<file path="src/rtl/dm_pkg.sv">
// Shared definitions for the data-memory access unit: DMType codes, FSM states
// and small decode helpers used by both the controller and the lane unit.
package dm_pkg;

    localparam logic [2:0] DM_WORD   = 3'b000;
    localparam logic [2:0] DM_HALF   = 3'b001;
    localparam logic [2:0] DM_HALF_U = 3'b010;
    localparam logic [2:0] DM_BYTE   = 3'b011;
    localparam logic [2:0] DM_BYTE_U = 3'b100;

    typedef enum logic [2:0] {
        ST_IDLE,
        ST_READ,
        ST_WAIT,
        ST_WRITE,
        ST_RESP
    } dm_state_e;

    function automatic logic dm_is_half(input logic [2:0] t);
        return (t == DM_HALF) || (t == DM_HALF_U);
    endfunction

    function automatic logic dm_is_byte(input logic [2:0] t);
        return (t == DM_BYTE) || (t == DM_BYTE_U);
    endfunction

    // Codes 101-111 behave as a full word access.
    function automatic logic dm_is_word(input logic [2:0] t);
        return (t == DM_WORD) || (t > DM_BYTE_U);
    endfunction

    function automatic logic dm_is_signed(input logic [2:0] t);
        return (t == DM_HALF) || (t == DM_BYTE);
    endfunction

    // Lane offset with the bits a given access width cannot use forced to zero.
    function automatic logic [1:0] dm_lane(input logic [2:0] t, input logic [1:0] lo);
        if (dm_is_byte(t))
            return lo;
        else if (dm_is_half(t))
            return {lo[1], 1'b0};
        else
            return 2'b00;
    endfunction

    function automatic logic dm_misaligned(input logic [2:0] t, input logic [1:0] lo);
        if (dm_is_byte(t))
            return 1'b0;
        else if (dm_is_half(t))
            return lo[0];
        else
            return lo != 2'b00;
    endfunction

endpackage

</file>
<file path="src/rtl/dm_access_unit_lane.sv">
// Combinational lane logic: extracts and extends load data, and merges
// sub-word store data into a previously read word.
module dm_lane_unit
    import dm_pkg::*;
(
    input  logic [2:0]  dmtype,
    input  logic [1:0]  lane,
    input  logic [31:0] rword,
    input  logic [31:0] wdata,
    output logic [31:0] load_val,
    output logic [31:0] merged
);

    logic [15:0] half_v;
    logic [7:0]  byte_v;
    logic        sext;

    always_comb begin
        half_v   = lane[1] ? rword[31:16] : rword[15:0];
        byte_v   = rword[{lane, 3'b000} +: 8];
        sext     = dm_is_signed(dmtype);
        load_val = rword;
        merged   = wdata;
        if (dm_is_half(dmtype)) begin
            load_val = {{16{sext & half_v[15]}}, half_v};
            merged   = rword;
            merged[{lane[1], 4'b0000} +: 16] = wdata[15:0];
        end else if (dm_is_byte(dmtype)) begin
            load_val = {{24{sext & byte_v[7]}}, byte_v};
            merged   = rword;
            merged[{lane, 3'b000} +: 8] = wdata[7:0];
        end
    end

endmodule

</file>
<file path="src/rtl/dm_access_unit.sv">
// Data-memory access unit: sequences loads, word stores and read-modify-write
// sub-word stores against a word-wide RAM. Optional macro: DM_MISALIGN_TRAP_EN.
module dm_access_unit
    import dm_pkg::*;
#(
    parameter int MEM_AW = 10
) (
    input  logic              clk,
    input  logic              rst,
    input  logic              req_valid,
    output logic              req_ready,
    input  logic              req_we,
    input  logic [2:0]        req_dmtype,
    input  logic [31:0]       req_addr,
    input  logic [31:0]       req_wdata,
    output logic              rsp_valid,
    input  logic              rsp_ready,
    output logic [31:0]       rsp_rdata,
    output logic              rsp_err,
    output logic              mem_en,
    output logic              mem_we,
    output logic [MEM_AW-1:0] mem_addr,
    output logic [31:0]       mem_wdata,
    input  logic [31:0]       mem_rdata
);

    dm_state_e         state_q, state_d;
    logic              we_q, we_d;
    logic [2:0]        dmtype_q, dmtype_d;
    logic [1:0]        lane_q, lane_d;
    logic [MEM_AW-1:0] addr_q, addr_d;
    logic [31:0]       data_q, data_d;
    logic [31:0]       rdata_q, rdata_d;
    logic              err_q, err_d;

    logic              req_misaligned;
    logic [31:0]       load_val;
    logic [31:0]       merged;
    logic              unused_addr_hi;

    assign unused_addr_hi = ^req_addr[31:MEM_AW+2];

`ifdef DM_MISALIGN_TRAP_EN
    assign req_misaligned = dm_misaligned(req_dmtype, req_addr[1:0]);
`else
    assign req_misaligned = 1'b0;
`endif

    dm_lane_unit u_lane (
        .dmtype   (dmtype_q),
        .lane     (lane_q),
        .rword    (mem_rdata),
        .wdata    (data_q),
        .load_val (load_val),
        .merged   (merged)
    );

    always_comb begin
        state_d  = state_q;
        we_d     = we_q;
        dmtype_d = dmtype_q;
        lane_d   = lane_q;
        addr_d   = addr_q;
        data_d   = data_q;
        rdata_d  = rdata_q;
        err_d    = err_q;
        case (state_q)
            ST_IDLE: begin
                if (req_valid) begin
                    we_d     = req_we;
                    dmtype_d = req_dmtype;
                    lane_d   = dm_lane(req_dmtype, req_addr[1:0]);
                    addr_d   = req_addr[MEM_AW+1:2];
                    data_d   = req_wdata;
                    rdata_d  = '0;
                    err_d    = 1'b0;
                    if (req_misaligned) begin
                        err_d   = 1'b1;
                        state_d = ST_RESP;
                    end else if (req_we && dm_is_word(req_dmtype)) begin
                        state_d = ST_WRITE;
                    end else begin
                        state_d = ST_READ;
                    end
                end
            end
            ST_READ:  state_d = ST_WAIT;
            ST_WAIT: begin
                // Stores reuse data_q to carry the merged word into WRITE.
                if (we_q) begin
                    data_d  = merged;
                    state_d = ST_WRITE;
                end else begin
                    rdata_d = load_val;
                    state_d = ST_RESP;
                end
            end
            ST_WRITE: state_d = ST_RESP;
            ST_RESP: begin
                if (rsp_ready)
                    state_d = ST_IDLE;
            end
            default:  state_d = ST_IDLE;
        endcase
    end

    always_ff @(posedge clk) begin
        if (rst) begin
            state_q <= ST_IDLE;
            addr_q  <= '0;
            rdata_q <= '0;
            err_q   <= 1'b0;
        end else begin
            state_q <= state_d;
            addr_q  <= addr_d;
            rdata_q <= rdata_d;
            err_q   <= err_d;
        end
    end

    always_ff @(posedge clk) begin
        we_q     <= we_d;
        dmtype_q <= dmtype_d;
        lane_q   <= lane_d;
        data_q   <= data_d;
    end

    // RAM strobes are gated by rst so an abandoned WRITE never reaches memory.
    assign req_ready = (state_q == ST_IDLE) && !rst;
    assign mem_en    = ((state_q == ST_READ) || (state_q == ST_WRITE)) && !rst;
    assign mem_we    = (state_q == ST_WRITE) && !rst;
    assign mem_addr  = addr_q;
    assign mem_wdata = (state_q == ST_WRITE) ? data_q : 32'h0;
    assign rsp_valid = (state_q == ST_RESP);
    assign rsp_rdata = rdata_q;
    assign rsp_err   = err_q;

endmodule

</file>
<file path="config.mk">
export PLATFORM = sky130hd
export DESIGN_NAME = dm_access_unit
export DESIGN_NICKNAME = d
export VERILOG_FILES = /design/src/rtl/dm_pkg.sv /design/src/rtl/dm_access_unit_lane.sv /design/src/rtl/dm_access_unit.sv
export SDC_FILE = /design/constraint.sdc
export NUM_CORES = 1
export LEC_CHECK = 0
export CAP_MARGIN = 20
export CORE_ASPECT_RATIO = 0.6
export CORE_MARGIN = 5
export CORE_UTILIZATION = 45
export CTS_CLUSTER_SIZE = 8
export DETAILED_ROUTE_END_ITERATION = 7
export GPL_ROUTABILITY_DRIVEN = 0
export PLACE_DENSITY = 0.81
export SETUP_SLACK_MARGIN = 0.2
export SLEW_MARGIN = 25
export SYNTH_ARGS = -nofsm -noshare
export SYNTH_HDL_FRONTEND = slang
export SYNTH_SLANG_ARGS = --single-unit
</file>
<file path="constraint.sdc">
create_clock -name clk -period 2.85 [get_ports clk]
set_clock_uncertainty 0.2 [all_clocks]
set_input_delay 0.57 -clock clk [delete_from_list [all_inputs] [get_ports clk]]
set_output_delay 0.57 -clock clk [all_outputs]
set_load 0.1 [all_outputs]
</file>
==> run_results.csv <==
group,metric,value,unit
setup_path,slowest_delay,0.57,ns
logic_synthesis,syn_inst,529,
timing,rsz0062_at_grt,"no",
power_and_ir_drop,combPwrFrac,30.7,%
setup_path,critPathKind,"reg2out",
logic_synthesis,yosys_register_bits,83,
power_and_ir_drop,p_sw_share,33.4,%
timing,finalMaxSlewViolations,0,
global_route,grt_pass1_vias,4822,
floorplanning,start_util,45.9,%
timing,period_share,90.0,%
clock_tree,insertion_delay,0.35,ns
hold_path,holdCritPathClass,"reg2reg",
timing,setup-tns-final,0,ns
logic_synthesis,syn_area_per_cell,9.16,um2
global_route,overflow,0,
floorplanning,die_height,90.4,um
drt,drt_first_pass_iters,6,
hold_path,min_delay_path_depth,2,
logic_synthesis,yosysMostFrequentCell,"nand2_1",
drt,wl_per_cell,20.2,um
logic_synthesis,synthDistinctLibCells,67,
timing,min_period,2.57,ns
layout,fill_cells,761,
clock_tree,cts_hold_buffers,0,
global_route,grt_max_degree,44,
setup_path,slowest_stage,"dfxtp_1",
drt,drc,0,
drt,vias_per_cell,5.89,
clock_tree,cts_buffers,9,
hold_path,whs_endpoint,"mem_addr[1]",
setup_path,crit_required,2.08,ns
placed_design,place_area,6890,um2
logic_synthesis,yosysTopAreaCellShare,23.5,%
placed_design,dp.cells,815,
drt,drt_iter0_markers,495,
drt,ant_nets,0,
power_and_ir_drop,power.density,555,nW/um2
power_and_ir_drop,p_leak,2.93,nW
timing,fmax,390,MHz
layout,fin_area,7270,um2
global_route,grt_pass1_wl,26.1,mm
layout,drive_above_1_share,20.4,%
logic_synthesis,synthTopCellsByCount,"nand2_1, dfxtp_1, o21ai_0",
power_and_ir_drop,p_clk_share,32.9,%
logic_synthesis,syn_area,4850,um2
timing,setup_viol,0,
logic_synthesis,yosys-top-cells-area,"edfxtp_1, dfxtp_1, nand2_1, and2_1, a22o_1",
clock_tree,cts_max_path_buffers,2,
floorplanning,core,10600,um2
layout,nets,801,
flow_run,cap_viol_max_count,0,
logic_synthesis,synth_enable_flop_cells,38,
global_route,antenna_found_initial,0,
timing,worst_pin_slew,0.702,ns
timing,final-hold-violation-count,0,
logic_synthesis,synth_top_area_cell,"edfxtp_1",
setup_path,r2r-start,"lane_q[1]",
logic_synthesis,synth_warnings,0,
power_and_ir_drop,irDropWorstVdd,0.376,mV
layout,synthToLayoutAreaGrowth,50.1,%
power_and_ir_drop,p_sw,1.35,mW
logic_synthesis,ys_seq_area_share,42.1,%
setup_path,rr_endpoint,"data_q[24]",
floorplanning,fp.dieW,144,um
layout,utilization,68.9,%
setup_path,crit_path_start_kind,"flip-flop",
floorplanning,row_count,29,
clock_tree,clock-sinks,83,
power_and_ir_drop,seq_power_share,36.5,%
setup_path,critPathCaptureType,"output port",
run_status,outcome,"complete, no violations",
placed_design,dpl.hpwl,13.1,mm
clock_tree,root_buffer,"clkbuf_16",
logic_synthesis,synthArstFlopShare,0,%
hold_path,hp-start,"mem_addr[1]",
layout,diodes,0,
global_route,track_usage,25.6,%
setup_path,r2r_cells,7,
setup_path,r2r_slack,0.32,ns
floorplanning,fp.dieArea,13000,um2
layout,final_cell_count_no_fill,836,
setup_path,cp.arrival,1.80,ns
power_and_ir_drop,intPower,2.69,mW
logic_synthesis,synth.net_count,638,
placed_design,portBuffers,161,
clock_tree,clk_pin_slew,0.06,ns
logic_synthesis,synth_flop_cell,"dfxtp_1",
clock_tree,h-tree-depth,3,
clock_tree,cts_tree,"yes",
floorplanning,ioPinCount,183,
drt,num_vias,4926,
drt,routed_wl,16.9,mm
setup_path,crit_chain,"and3b_1, buf_4, and2_1, buf_12",
setup_path,path_max_fanout,32,
timing,relSlewSlack,53.2,%
[stage by stage]
stage	setup WS, ns	hold slack, ns	total power, mW
after floorplan	-0.314	0.360	2.27
after global placement	0.276	0.239	2.67
after detailed placement	0.250	0.241	2.70
after CTS	0.204	0.259	4.03
after global routing	0.197	0.273	4.18
final	0.284	0.258	4.04
[cell usage in the layout, fill, tap and decap left out, types with 27 or more instances in the layout]
cell type | Yosys | final
nand2_1 | 72 | 72
a21oi_1 | 34 | 34
buf_4 | 3 | 70
and2_1 | 36 | 36
nor2_1 | 27 | 27
clkdlybuf4s50_1 | 0 | 83
dfxtp_1 | 45 | 43
buf_12 | 0 | 36
edfxtp_1 | 38 | 38
o21ai_0 | 39 | 39
[worst max-delay path: cells and delay by family (launching register included)]
| kind | cells | cell delay [ns] |
|---|---|---|
| buffers and inverters | 2 | 0.39 |
| flip-flops | 1 | 0.57 |
| AND/OR/NAND/NOR | 2 | 0.47 |
[registers in the layout, indices dropped and copies added (netlist names)]
name / flops
data_q: 32
rsp_rdata: 32
mem_addr: 10
dmtype_q: 3
state_q: 3
lane_q: 2
we_q: 1
[power groups by stage]
stage	sequential (mW)	combinational, mW	clock, mW
6_report	1.47	1.24	1.33
5_1_grt	1.48	1.31	1.39
4_1_cts	1.48	1.20	1.34
3_5_place_dp	1.50	1.20	0
3_3_place_gp	1.50	1.17	0
2_1_floorplan	1.66	0.611	0
[area by class of cell]
class	instances	area, um2	area share (%)
Clock buffer	11	233	3.20
Clock inverter	5	101	1.39
Inverter	13	48.8	0.671
Multi-Input combinational cell	396	2590	35.7
Sequential cell	83	2040	28.1
Tap cell	139	174	2.39
Timing Repair Buffer	189	2080	28.6
[metal layers]
layer / wire length, um / part of all wire [%] / up-vias / GRT usage [%]
li1: - / - / 2277 / -
met2: 7320 / 43 / 307 / 38.1
met5: 0 / 0 / - / 0
met3: 2510 / 15 / 37 / 9.95
met4: 322 / 1.9 / 0 / 7.13
met1: 6770 / 40 / 2305 / 34.5
[timing repair]
action,CTS,global route
resized for setup,1,1
setup buffers,0,5
pin swaps,0,1
endpoints found under the setup margin,10,45
[how the worst max path moves through the flow]
stage                     startpoint             to  slack [ns]
after global routing       lane_q[1]     data_q[24]        0.20
after floorplan                  rst      req_ready       -0.31
final                     state_q[2]  mem_wdata[16]        0.28
after global placement     req_valid      data_q[3]        0.28
after CTS                 state_q[1]  mem_wdata[16]        0.20
after detailed placement   req_valid      data_q[0]        0.25
[cells by family (layout without fill, tap and decap cells)]
group / count (synthesis) / count (layout) / share of synthesized area [%]
XOR/XNOR: 4 / 4 / 1.42
multiplexers: 3 / 3 / 0.671
other: 1 / 1 / 0.0774
flip-flops: 83 / 83 / 42.1
AO/OA/AOI/OAI: 195 / 195 / 28.8
adder cells (fa/ha/maj): 7 / 7 / 1.70
buffers and inverters: 50 / 218 / 4.65
AND/OR/NAND/NOR: 186 / 186 / 20.6
(Power assumes the default switching activity.)
